## config.mk

```make
export PLATFORM = sky130hd
export DESIGN_NAME = matrix_loader
export DESIGN_NICKNAME = d
export VERILOG_FILES = /design/src/rtl/matrix_pkg.sv /design/src/rtl/matrix_index_counter.sv /design/src/rtl/matrix_loader.sv
export SDC_FILE = /design/constraint.sdc
export NUM_CORES = 1
export LEC_CHECK = 0
export ABC_AREA = 1
export CORE_ASPECT_RATIO = 0.5
export CORE_MARGIN = 2
export CORE_UTILIZATION = 49
export DETAILED_ROUTE_END_ITERATION = 12
export GPL_TIMING_DRIVEN = 0
export PLACE_DENSITY = 0.78
export SYNTH_ARGS = -nofsm -noshare
export SYNTH_HDL_FRONTEND = slang
export SYNTH_SLANG_ARGS = --single-unit
```

## constraint.sdc

```tcl
create_clock -name clk -period 1.88 [get_ports clk]
set_input_delay 0.47 -clock clk [delete_from_list [all_inputs] [get_ports clk]]
set_output_delay 0.47 -clock clk [all_outputs]
set_load 0.005 [all_outputs]
```

## src/rtl/matrix_pkg.sv

```systemverilog
//==============================================================================
// Module      : matrix_pkg
// Description : Shared types and default dimensions for the matrix datapath
//               (matrix_loader feeding matrix_multiplier).
// Revision    : 1.0 - initial release
//==============================================================================
`default_nettype none

package matrix_pkg;

    // Loader sequencing: fill A, fill B, then hold the pair for the consumer
    typedef enum logic [1:0] {
        LOAD_A = 2'd0,
        LOAD_B = 2'd1,
        HOLD   = 2'd2
    } loader_state_t;

    // Default dimensions shared by the loader and the multiplier
    localparam int MATRIX_DATA_WIDTH = 32;
    localparam int MATRIX_ROWS_A     = 2;
    localparam int MATRIX_COLS_A     = 2;
    localparam int MATRIX_COLS_B     = 2;

    // Index width for a counter over [0, bound-1]; never narrower than 1 bit
    function automatic int idx_width(input int bound);
        return (bound > 1) ? $clog2(bound) : 1;
    endfunction

    function automatic int max2(input int x, input int y);
        return (x > y) ? x : y;
    endfunction

endpackage

`default_nettype wire

```

## src/rtl/matrix_index_counter.sv

```systemverilog
//==============================================================================
// Module      : matrix_index_counter
// Description : Two-dimensional row/column index counter with two selectable
//               bound sets (set 0 for A, set 1 for B). Set 0 always steps the
//               column first; set 1 steps in the order given by COL_FIRST1.
//               wrap flags the last index of the active bound set.
// Revision    : 1.0 - initial release
//==============================================================================
`default_nettype none

module matrix_index_counter
    import matrix_pkg::*;
#(
    parameter int ROWS0      = 2,
    parameter int COLS0      = 2,
    parameter int ROWS1      = 2,
    parameter int COLS1      = 2,
    parameter bit COL_FIRST1 = 1'b1,
    localparam int RW        = idx_width(max2(ROWS0, ROWS1)),
    localparam int CW        = idx_width(max2(COLS0, COLS1))
) (
    input  logic          clk,
    input  logic          rst_n,
    input  logic          sel,
    input  logic          clear,
    input  logic          step,
    output logic          wrap,
    output logic [RW-1:0] r,
    output logic [CW-1:0] c
);

    localparam logic [RW-1:0] R0_MAX = RW'(ROWS0 - 1);
    localparam logic [CW-1:0] C0_MAX = CW'(COLS0 - 1);
    localparam logic [RW-1:0] R1_MAX = RW'(ROWS1 - 1);
    localparam logic [CW-1:0] C1_MAX = CW'(COLS1 - 1);

    logic [RW-1:0] r_q, r_d, r_max;
    logic [CW-1:0] c_q, c_d, c_max;
    logic          col_first;
    logic          r_end;
    logic          c_end;

    // Active bounds and end-of-row/column detection
    always_comb begin
        r_max     = sel ? R1_MAX : R0_MAX;
        c_max     = sel ? C1_MAX : C0_MAX;
        col_first = sel ? COL_FIRST1 : 1'b1;
        r_end     = (r_q == r_max);
        c_end     = (c_q == c_max);
        wrap      = r_end && c_end;
    end

    // Next index: clear has priority, the final step wraps both to zero
    always_comb begin
        r_d = r_q;
        c_d = c_q;
        if (clear) begin
            r_d = '0;
            c_d = '0;
        end else if (step) begin
            if (wrap) begin
                r_d = '0;
                c_d = '0;
            end else if (col_first) begin
                if (c_end) begin
                    c_d = '0;
                    r_d = r_q + RW'(1);
                end else begin
                    c_d = c_q + CW'(1);
                end
            end else begin
                if (r_end) begin
                    r_d = '0;
                    c_d = c_q + CW'(1);
                end else begin
                    r_d = r_q + RW'(1);
                end
            end
        end
    end

    // Index registers
    always_ff @(posedge clk or negedge rst_n) begin
        if (!rst_n) begin
            r_q <= '0;
            c_q <= '0;
        end else begin
            r_q <= r_d;
            c_q <= c_d;
        end
    end

    assign r = r_q;
    assign c = c_q;

endmodule

`default_nettype wire

```

## src/rtl/matrix_loader.sv

```systemverilog
//==============================================================================
// Module      : matrix_loader
// Description : Streams matrix elements (all of A row-major, then all of B)
//               into packed operand arrays and presents the complete pair
//               with mat_valid until mat_ready acknowledges it.
//               Build option MATRIX_LOADER_TRANSPOSE_B_EN: B arrives
//               column-major instead of row-major.
// Revision    : 1.0 - initial release
//==============================================================================
`default_nettype none

module matrix_loader
    import matrix_pkg::*;
#(
    parameter int DATA_WIDTH = MATRIX_DATA_WIDTH,
    parameter int ROWS_A     = MATRIX_ROWS_A,
    parameter int COLS_A     = MATRIX_COLS_A,
    parameter int COLS_B     = MATRIX_COLS_B
) (
    input  logic                                         clk,
    input  logic                                         rst_n,
    input  logic                                         flush,
    input  logic [DATA_WIDTH-1:0]                        in_data,
    input  logic                                         in_valid,
    output logic                                         in_ready,
    output logic [ROWS_A-1:0][COLS_A-1:0][DATA_WIDTH-1:0] a,
    output logic [COLS_A-1:0][COLS_B-1:0][DATA_WIDTH-1:0] b,
    output logic                                         mat_valid,
    input  logic                                         mat_ready
);

    localparam int RW  = idx_width(max2(ROWS_A, COLS_A));
    localparam int CW  = idx_width(max2(COLS_A, COLS_B));
    localparam int RAW = idx_width(ROWS_A);
    localparam int CAW = idx_width(COLS_A);
    localparam int RBW = idx_width(COLS_A);
    localparam int CBW = idx_width(COLS_B);

`ifdef MATRIX_LOADER_TRANSPOSE_B_EN
    localparam bit B_COL_FIRST = 1'b0;
`else
    localparam bit B_COL_FIRST = 1'b1;
`endif

    loader_state_t state_q, state_d;

    logic [ROWS_A-1:0][COLS_A-1:0][DATA_WIDTH-1:0] a_q;
    logic [COLS_A-1:0][COLS_B-1:0][DATA_WIDTH-1:0] b_q;
    logic                                          mat_valid_q, mat_valid_d;

    logic          in_ready_w;
    logic          xfer;
    logic          cnt_clear;
    logic          cnt_step;
    logic          cnt_wrap;
    logic          sel_b;
    logic          wr_a;
    logic          wr_b;
    logic [RW-1:0] idx_r;
    logic [CW-1:0] idx_c;

    // Shared element index; bound set 1 (B) is chosen while loading B
    matrix_index_counter #(
        .ROWS0      (ROWS_A),
        .COLS0      (COLS_A),
        .ROWS1      (COLS_A),
        .COLS1      (COLS_B),
        .COL_FIRST1 (B_COL_FIRST)
    ) u_index (
        .clk   (clk),
        .rst_n (rst_n),
        .sel   (sel_b),
        .clear (cnt_clear),
        .step  (cnt_step),
        .wrap  (cnt_wrap),
        .r     (idx_r),
        .c     (idx_c)
    );

    // State register
    always_ff @(posedge clk or negedge rst_n) begin
        if (!rst_n) begin
            state_q <= LOAD_A;
        end else begin
            state_q <= state_d;
        end
    end

    // Next state: flush always returns to LOAD_A, ahead of any other event
    always_comb begin
        state_d = state_q;
        unique case (state_q)
            LOAD_A: begin
                if (flush)                  state_d = LOAD_A;
                else if (xfer && cnt_wrap)  state_d = LOAD_B;
            end
            LOAD_B: begin
                if (flush)                  state_d = LOAD_A;
                else if (xfer && cnt_wrap)  state_d = HOLD;
            end
            HOLD: begin
                if (flush || mat_ready)     state_d = LOAD_A;
            end
            default:                        state_d = LOAD_A;
        endcase
    end

    // Outputs and datapath controls; in_ready depends on state only
    always_comb begin
        in_ready_w  = (state_q != HOLD);
        sel_b       = (state_q == LOAD_B);
        xfer        = in_valid && in_ready_w;
        cnt_step    = xfer && !flush;
        cnt_clear   = flush || (xfer && cnt_wrap) || ((state_q == HOLD) && mat_ready);
        wr_a        = cnt_step && (state_q == LOAD_A);
        wr_b        = cnt_step && (state_q == LOAD_B);
        mat_valid_d = (state_d == HOLD);
    end

    // Operand storage and registered mat_valid; arrays are only overwritten
    always_ff @(posedge clk or negedge rst_n) begin
        if (!rst_n) begin
            a_q         <= '0;
            b_q         <= '0;
            mat_valid_q <= 1'b0;
        end else begin
            mat_valid_q <= mat_valid_d;
            if (wr_a) begin
                a_q[idx_r[RAW-1:0]][idx_c[CAW-1:0]] <= in_data;
            end
            if (wr_b) begin
                b_q[idx_r[RBW-1:0]][idx_c[CBW-1:0]] <= in_data;
            end
        end
    end

    assign in_ready  = in_ready_w;
    assign mat_valid = mat_valid_q;
    assign a         = a_q;
    assign b         = b_q;

endmodule

`default_nettype wire

```

==> flow_summary_export.csv, run 1 <==
group,metric,value,unit
sta,setup_ws,-0.0808,ns
routing,route.detailed.drc,0,
global_route,grt.total_usage,31.0,%
critical_path,worstPathMaxFanout,10,
synth,syn_nets,1345,
cells_and_area,fin_util,69.4,%
routing,wire_per_inst,19.5,um
critical_path,path_class,"reg2reg",
synth,synth_cells,1308,
power,finalPower,14.8,mW
min_path,min_path_type,"in2reg",
sta,slew_headroom,54.5,%
routing,dr.pass1.iters,5,
outcome,violations,"negative setup slack",
power,ir_worst_vdd,621,uV
placement,placed_area,14200,um2
outcome,status,"finished with violations",
sta,hold_viol_final,0,
sta,rsz0062_at_grt,"yes",
sta,min_period,1.96,ns
critical_path,worstPathArrival,2.43,ns
global_route,grt_overflow,0,
sta,hold_ws,0.306,ns
routing,postRouteAntennaNets,0,
synth,synth_area_leaders,"dfrtp_1 58%, nand2_1 18%, o21bai_1 8.6%",
floorplan,core_area,22000,um2
synth,syn_area,11200,um2
global_route,grt_pass1_vias,9974,
synth,synth_top_flop_cell,"dfrtp_1",
placement,hpwl,26600,um
floorplan,die_x,218,um
placement,place_inst,1872,
critical_path,worstPathRequired,2.35,ns
cells_and_area,fin_area,15300,um2
power,p_leak,9.40,nW
cells_and_area,fill_cells,1737,
cts,clock-sinks,261,
critical_path,cp-end-kind,"flop",
global_route,antenna_found_initial,0,
floorplan,rows,38,
synth,synth_top_area_share,58.5,%
routing,dr.first_iter.drc_count,950,
job,maxCapViolCount,0,
cells_and_area,n_antenna_cell,0,
cts,cts_tree,"yes",
cts,clockBufferDepth,3,
synth,ys_types,15,
cts,cts_buffers,24,
floorplan,fp.dieArea,24100,um2
cts,root_buffer,"clkbuf_16",
cts,path_clk_slew,0.06,ns
cts,htreeDepth,1,
floorplan,start_util,50.7,%
sta,tightestPinTransition,0.683,ns
synth,ys_ff_latch,261,
critical_path,cp-start-kind,"flop",
synth,yosysTopAreaCell,"dfrtp_1",
sta,finalCritPeriodShare,104,%
cells_and_area,drive_gt1_share,6.90,%
routing,drt-total-wl,37900,um
synth,syn_area_per_cell,8.54,um2
placement,portBuffers,262,
placement,pre_cts_slack,-0.481,ns
sta,fmax,510,MHz
global_route,grt_pass1_wl,57400,um
synth,ys_seq_area_share,58.5,%
floorplan,io_pins,295,
cells_and_area,stdcell_count,1938,
synth,synth_warnings,0,
sta,finClkSkew,0.0242,ns
sta,finalSetupTns,-0.826,ns
synth,synth_common_cells,"523 x nand2_1, 261 x dfrtp_1, 135 x inv_1, 128 x o21bai_1, 97 x o21ai_0",
placement,routabilityCongestion,0.873,
routing,via_per_inst,5.28,
routing,vias,10200,
cells_and_area,area_growth,36.7,%
synth,synth_most_common_cell,"nand2_1",
global_route,grt_max_degree,118,
cells_and_area,final_nets,1657,
sta,setup_viol,23,
power,p_per_area,969,nW/um2
synth,async_flop_share,100,%
synth,synth_edf_count,0,
cts,clk_latency,0.53,ns
sta,drv_slew,0,
floorplan,die_y,111,um
flip-flops by register name (all words and copies together), names as in the netlist:
register and flops:
b 128, u_index.r 1, a 128, u_index.c 1
state_q 2, mat_valid 1
cells in the final DEF, fill, tap and decap left out, drive strengths merged:
master / synthesis / layout
nand2: 523 / 523
dfrtp: 261 / 261
inv: 137 / 137
dlygate4sd2: 0 / 130
o21bai: 128 / 128
o21ai: 128 / 128
clkbuf: 62 / 110
dlymetal6s2s: 0 / 86
buf: 50 / 66
clkdlybuf4s50: 0 / 44
nor2: 10 / 10
nand4: 4 / 4
nand3: 3 / 3
clkinv: 0 / 3
o22ai: 2 / 2
bufinv: 0 / 1
dlygate4sd3: 0 / 1
clkdlybuf4s15: 0 / 1
where the power goes:
group	leakage, nW	internal (mW)	switching, mW	total [mW]
Clock	0.382	2.79	2.12	4.91
Sequential	3.29	6.35	0.437	6.78
Combinational	5.73	1.61	1.48	3.10
Total	9.40	10.7	4.04	14.8
critical path: stages (launching register included):
cell and delay, ns:
dfrtp_1 0.40, inv_1 0.12, nand2_1 0.18, buf_2 0.27
nor2_2 0.39, buf_2 0.35, nand2_1 0.09, nand2_1 0.09
final cells by class:
| cell class | count | area, um2 | area share, % |
|---|---|---|---|
| sequential | 261 | 6530 | 42.8 |
| multi-input combinational | 798 | 3680 | 24.1 |
| timing repair buffer | 286 | 2900 | 19.0 |
| clock buffer | 40 | 732 | 4.79 |
| inverter | 137 | 514 | 3.37 |
| buffer | 112 | 483 | 3.16 |
| tap | 300 | 375 | 2.46 |
| clock inverter | 4 | 45.0 | 0.295 |
layer usage:
layer	GRT usage (%)	part of all wire, %
met3	6.06	7.6
met4	12.8	4.5
met5	0	0
met1	41.6	41
met2	49.6	47
timing repair:
action,4_1_cts,5_1_grt
buffers inserted,9,12
hold endpoints to repair,69,0
resized for setup,138,113
hold buffers,1,0
gates cloned,0,0
endpoints found under the setup margin,173,251
cell families after synthesis:
| kind of cell | synth area share, % |
|---|---|
| DFF | 58.5 |
| and+or+nand+nor | 18.4 |
| AOI/OAI and AO/OA | 14.4 |
| buffers and inverters | 8.70 |
worst paths after layout:
kind | slack (ns) | from | cells after the start | to
max | -0.08 | u_index.r | 7 | a[23]
min | 0.31 | in_data[31] | 3 | a[63]
max reg2reg | -0.08 | u_index.r | 7 | a[23]
min reg2reg | 0.47 | b[83] | 2 | b[83]
max in group asynchronous | 0.41 | rst_n | 3 | a[56]
min in group asynchronous | 0.50 | rst_n | 2 | b[4]
(Power assumes the default switching activity.)
==> run 2, diff against run 1 <==
--- a/config.mk
+++ b/config.mk
@@ -6,12 +6,14 @@
 export NUM_CORES = 1
 export LEC_CHECK = 0
 export ABC_AREA = 1
+export CAP_MARGIN = 40
 export CORE_ASPECT_RATIO = 0.5
 export CORE_MARGIN = 2
 export CORE_UTILIZATION = 49
 export DETAILED_ROUTE_END_ITERATION = 12
 export GPL_TIMING_DRIVEN = 0
 export PLACE_DENSITY = 0.78
+export SKIP_LAST_GASP = 1
 export SYNTH_ARGS = -nofsm -noshare
 export SYNTH_HDL_FRONTEND = slang
 export SYNTH_SLANG_ARGS = --single-unit
==> flow_summary_export.csv, run 2 (synthesis results as in run 1) <==
group,metric,value,unit
placement,pre_cts_slack,-0.481,ns
cts,cts_buffers,24,
sta,setup_viol,0,
sta,fmax,535,MHz
min_path,min_path_type,"in2reg",
global_route,grt_pass1_vias,9975,
critical_path,reg2reg_depth,6,
cells_and_area,drive_gt1_share,7.14,%
routing,wire_per_inst,19.6,um
sta,min_period,1.87,ns
floorplan,start_util,50.7,%
cts,cts_tree,"yes",
cells_and_area,n_antenna_cell,0,
floorplan,die_y,111,um
power,p_leak,9.41,nW
critical_path,cp-endpoint,"a[88]",
routing,via_per_inst,5.28,
critical_path,cp_num_cells,6,
placement,place_inst,1872,
critical_path,r2r_start,"state_q[1]",
critical_path,rrSetupSlack,0.04,ns
floorplan,fp.dieArea,24100,um2
critical_path,worstPathRequired,2.29,ns
critical_path,worstPathMaxFanout,10,
placement,routabilityCongestion,0.873,
min_path,hold_start,"in_data[31]",
floorplan,rows,38,
critical_path,worstPathArrival,2.28,ns
global_route,grt_overflow,0,
floorplan,io_pins,295,
floorplan,die_x,218,um
critical_path,critPathBufInv,3,
routing,dr.first_iter.drc_count,1033,
critical_path,r2r-end,"a[88]",
cts,clk_latency,0.53,ns
critical_path,critPathMaxStageDelay,0.59,ns
global_route,grt_max_degree,118,
cts,clockBufferDepth,3,
critical_path,cp-startpoint,"in_valid",
critical_path,cp-start-kind,"input port",
sta,slew_headroom,58.0,%
sta,hold_viol_final,0,
sta,finClkSkew,0.0276,ns
placement,hpwl,26600,um
sta,drv_slew,0,
power,p_per_area,970,nW/um2
cts,root_buffer,"clkbuf_16",
global_route,antenna_found_initial,0,
critical_path,slowest_stage,"clkdlybuf4s50_1",
routing,route.detailed.drc,0,
sta,hold_ws,0.304,ns
global_route,grt.total_usage,31.0,%
routing,postRouteAntennaNets,0,
cts,clock-sinks,261,
routing,drt-total-wl,37900,um
critical_path,worstPathCellList,"clkdlybuf4s50_1 -> nand4_2 -> buf_2 -> clkbuf_1 -> o21bai_1 -> nand2_1",
sta,finalCritPeriodShare,99.5,%
sta,rsz0062_at_grt,"yes",
power,ir_worst_vdd,622,uV
cells_and_area,area_growth,36.8,%
outcome,status,"finished, final reports clean",
global_route,grt_pass1_wl,57300,um
cells_and_area,layout_commonest_cell,"nand2_1",
cts,path_clk_slew,0.07,ns
job,maxCapViolCount,0,
floorplan,core_area,22000,um2
cells_and_area,most-common-layout-cells,"522 x nand2_1, 261 x dfrtp_1, 134 x inv_1",
critical_path,cp-end-kind,"flop",
cells_and_area,final_nets,1657,
routing,dr.pass1.iters,5,
sta,setup_ws,0.0102,ns
critical_path,path_class,"in2reg",
routing,vias,10200,
placement,portBuffers,262,
cells_and_area,stdcell_count,1938,
cts,htreeDepth,1,
critical_path,cp_top_family,"buffers and inverters",
sta,tightestPinTransition,0.630,ns
==> run 2: report_power, final <==
| part | switching (mW) | internal, mW |
|---|---|---|
| registers | 0.436 | 6.35 |
| clock network | 2.14 | 2.79 |
| logic | 1.48 | 1.62 |
| total | 4.06 | 10.8 |
==> run 2: worst min-delay path by stage <==
stage	to	cells after the start	slack (ns)
floorplan	a[0]	0	0.17
global placement	b[82]	2	0.46
detailed placement	a[102]	1	0.46
CTS	a[63]	3	0.29
global route	a[63]	3	0.31
finish	a[127]	3	0.30
==> run 2: worst reg2reg max path, stage by stage, from the launching register on <==
cell and delay, ns:
dfrtp_1 0.40, inv_1 0.12, nand4_2 0.23, buf_2 0.29
clkbuf_1 0.32, o21bai_1 0.26, nand2_1 0.09
==> run 2: through the flow <==
stage	area, um2	power (mW)	TNS (ns)	util, %
3_3_place_gp	14200	10.0	-2790.06	64.4
3_5_place_dp	14200	10.2	-92.77	64.6
5_1_grt	15300	15.4	-0.990	69.4
2_1_floorplan	11200	8.04	0	-
6_report	15300	14.8	0	69.4
4_1_cts	14900	14.8	-0.0687	67.8
==> run 2: layout make-up <==
cell class	count	area (um2)
Timing Repair Buffer	286	2900
Sequential cell	261	6530
Multi-Input combinational cell	798	3690
Clock inverter	4	45.0
Tap cell	300	375
Clock buffer	40	732
Buffer	112	487
Inverter	137	514
Fill cell	1742	6740
==> run 2: per-layer routing <==
layer | vias to the layer above | GRT usage (%) | wire [um]
li1 | 4627 | - | -
met1 | 5074 | 41.6 | 15900
met2 | 431 | 49.6 | 17700
met3 | 101 | 6.06 | 2620
met4 | 0 | 12.8 | 1660
met5 | - | 0 | 0
==> run 2: repair_timing <==
item,4_1_cts,5_1_grt
hold buffers,1,0
setup buffers,9,12
resized for setup,134,121
hold endpoints to repair,69,0
endpoints found under the setup margin,173,244
==> run 3, diff against run 2 <==
--- a/config.mk
+++ b/config.mk
@@ -9,11 +9,12 @@
 export CAP_MARGIN = 40
 export CORE_ASPECT_RATIO = 0.5
 export CORE_MARGIN = 2
-export CORE_UTILIZATION = 49
+export CORE_UTILIZATION = 35
 export DETAILED_ROUTE_END_ITERATION = 12
 export GPL_TIMING_DRIVEN = 0
-export PLACE_DENSITY = 0.78
+export PLACE_DENSITY = 0.58
 export SKIP_LAST_GASP = 1
+export SLEW_MARGIN = 15
 export SYNTH_ARGS = -nofsm -noshare
 export SYNTH_HDL_FRONTEND = slang
 export SYNTH_SLANG_ARGS = --single-unit
==> flow_summary_export.csv, run 3 (synthesis results as in run 1) <==
group,metric,value,unit
sta,finalCritPeriodShare,103,%
cts,clock-sinks,261,
cts,cts_buffers,25,
min_path,holdPathStages,3,
sta,setup_ws,-0.0474,ns
global_route,grt_pass1_wl,58900,um
cells_and_area,n_antenna_cell,0,
sta,setup_viol,1,
global_route,grt_overflow,0,
critical_path,worstPathCellList,"inv_1 -> nand2_2 -> dlygate4sd2_1",
routing,drt-total-wl,40000,um
routing,vias,9803,
critical_path,worstPathMaxFanout,5,
job,maxCapViolCount,0,
routing,route.detailed.drc,0,
placement,portBuffers,262,
power,finalPower,15.0,mW
floorplan,start_util,35.4,%
sta,hold_viol_final,0,
sta,tightestPinTransition,0.687,ns
critical_path,slowest_stage,"dfrtp_1",
critical_path,reg2reg_depth,6,
cts,clockBufferDepth,3,
min_path,min_path_type,"in2reg",
placement,routabilityCongestion,0.833,
critical_path,critPathMaxStageDelay,0.42,ns
sta,drv_slew,0,
critical_path,worstPathArrival,1.46,ns
cells_and_area,area_growth,36.6,%
critical_path,r2r_start,"state_q[0]",
placement,hpwl,28700,um
sta,min_period,1.93,ns
min_path,hold_path_end,"b[63]",
cells_and_area,most-common-layout-cells,"522 x nand2_1, 261 x dfrtp_1, 210 x dlygate4sd2_1",
cells_and_area,fill_cells,3123,
min_path,hold_start,"in_data[31]",
global_route,antenna_found_initial,0,
cells_and_area,final_nets,1654,
sta,finClkSkew,0.0119,ns
power,ir_worst_vdd,417,uV
cts,cts_tree,"yes",
critical_path,worstPathRequired,1.41,ns
cts,root_buffer,"clkbuf_16",
power,p_leak,8.96,nW
cts,clk_latency,0.54,ns
outcome,status,"finished with violations",
floorplan,fp.dieArea,33400,um2
critical_path,path_class,"reg2out",
critical_path,r2r-end,"a[20]",
cells_and_area,layout_commonest_cell,"nand2_1",
floorplan,die_y,130,um
power,p_per_area,980,nW/um2
sta,rsz0062_at_grt,"yes",
cells_and_area,fin_util,48.4,%
routing,postRouteAntennaNets,0,
critical_path,rrSetupSlack,0.01,ns
routing,dr.first_iter.drc_count,797,
cells_and_area,drive_gt1_share,7.09,%
routing,wire_per_inst,19.4,um
routing,dr.pass1.iters,5,
routing,via_per_inst,4.74,
cts,path_clk_slew,0.07,ns
global_route,grt_max_degree,105,
sta,slew_headroom,54.2,%
global_route,grt.total_usage,23.3,%
critical_path,cp-start-kind,"flop",
cts,htreeDepth,1,
floorplan,rows,46,
floorplan,core_area,31500,um2
critical_path,cp-end-kind,"output pin",
floorplan,io_pins,295,
global_route,grt_pass1_vias,9548,
outcome,violations,"negative setup slack",
floorplan,die_x,257,um
sta,fmax,519,MHz
sta,finalSetupTns,-0.0474,ns
run 3: cell types whose count changed in the layout (fill, tap and decap cells not counted), moves of 2 or more:
cell / change
buf_1: +6
clkinv_2: +4
buf_2: +3
clkbuf_8: +2
buf_4: -4
clkdlybuf4s50_1: -38
clkbuf_2: -4
clkbuf_4: -3
clkbuf_1: -8
dlygate4sd2_1: +80
dlymetal6s2s_1: -41
run 3: through the flow:
| step | setup WS (ns) | cell area (um2) | hold slack, ns | cells |
|---|---|---|---|---|
| 2_1_floorplan | 0.460 | 11200 | 0.174 | 1308 |
| 3_3_place_gp | -10.84 | 14300 | 0.466 | 2002 |
| 3_5_place_dp | -0.556 | 14400 | 0.472 | 2004 |
| 4_1_cts | -0.0827 | 15100 | 0.303 | 2064 |
| 5_1_grt | -0.0992 | 15300 | 0.336 | 2068 |
| 6_report | -0.0474 | 15300 | 0.314 | 2068 |
run 3: report_power, final:
group	internal [mW]	switching, mW	leakage [nW]
clock network	3.00	2.26	0.423
registers	6.34	0.402	3.29
logic	1.50	1.45	5.24
run 3: routing by layer:
layer,GRT usage (%),share of wire [%],vias up
met5,0.139,0,-
met4,8.79,3.9,0
met3,3.44,4.5,90
met2,39.5,48,275
met1,30.7,43,4806
li1,-,-,4632
run 3: worst max-delay path by stage:
stage | cells past startpoint | startpoint | endpoint
floorplan | 6 | flush | b[1]
global placement | 1 | rst_n | a[120]
detailed placement | 6 | in_valid | a[20]
CTS | 3 | state_q[0] | in_ready
global route | 3 | state_q[0] | in_ready
finish | 3 | state_q[0] | in_ready
run 3: what timing repair did:
action | CTS | global route
endpoints found under the setup margin | 254 | 154
pin swaps | 0 | 0
gates resized for setup | 213 | 73
endpoints found under the hold margin | 67 | 0
setup buffers | 13 | 4
hold buffers | 1 | 0
cloned | 0 | 0
run 3: critical path, delay by kind of cell, from the launching register on:
kind,cells,cell delay [ns]
buffers and inverters,2,0.41
flip-flops,1,0.42
AND/OR/NAND/NOR,1,0.09
run 3: final cells by class:
type / instances / area (um2) / area share (%)
plain buffers: 112 / 474 / 3.11
clock buffers: 36 / 737 / 4.83
clock inverters: 10 / 104 / 0.680
inverters: 137 / 514 / 3.37
multi-input cells: 798 / 3690 / 24.2
flip-flops and latches: 261 / 6530 / 42.8
well taps: 432 / 541 / 3.54
repair buffers: 282 / 2670 / 17.5
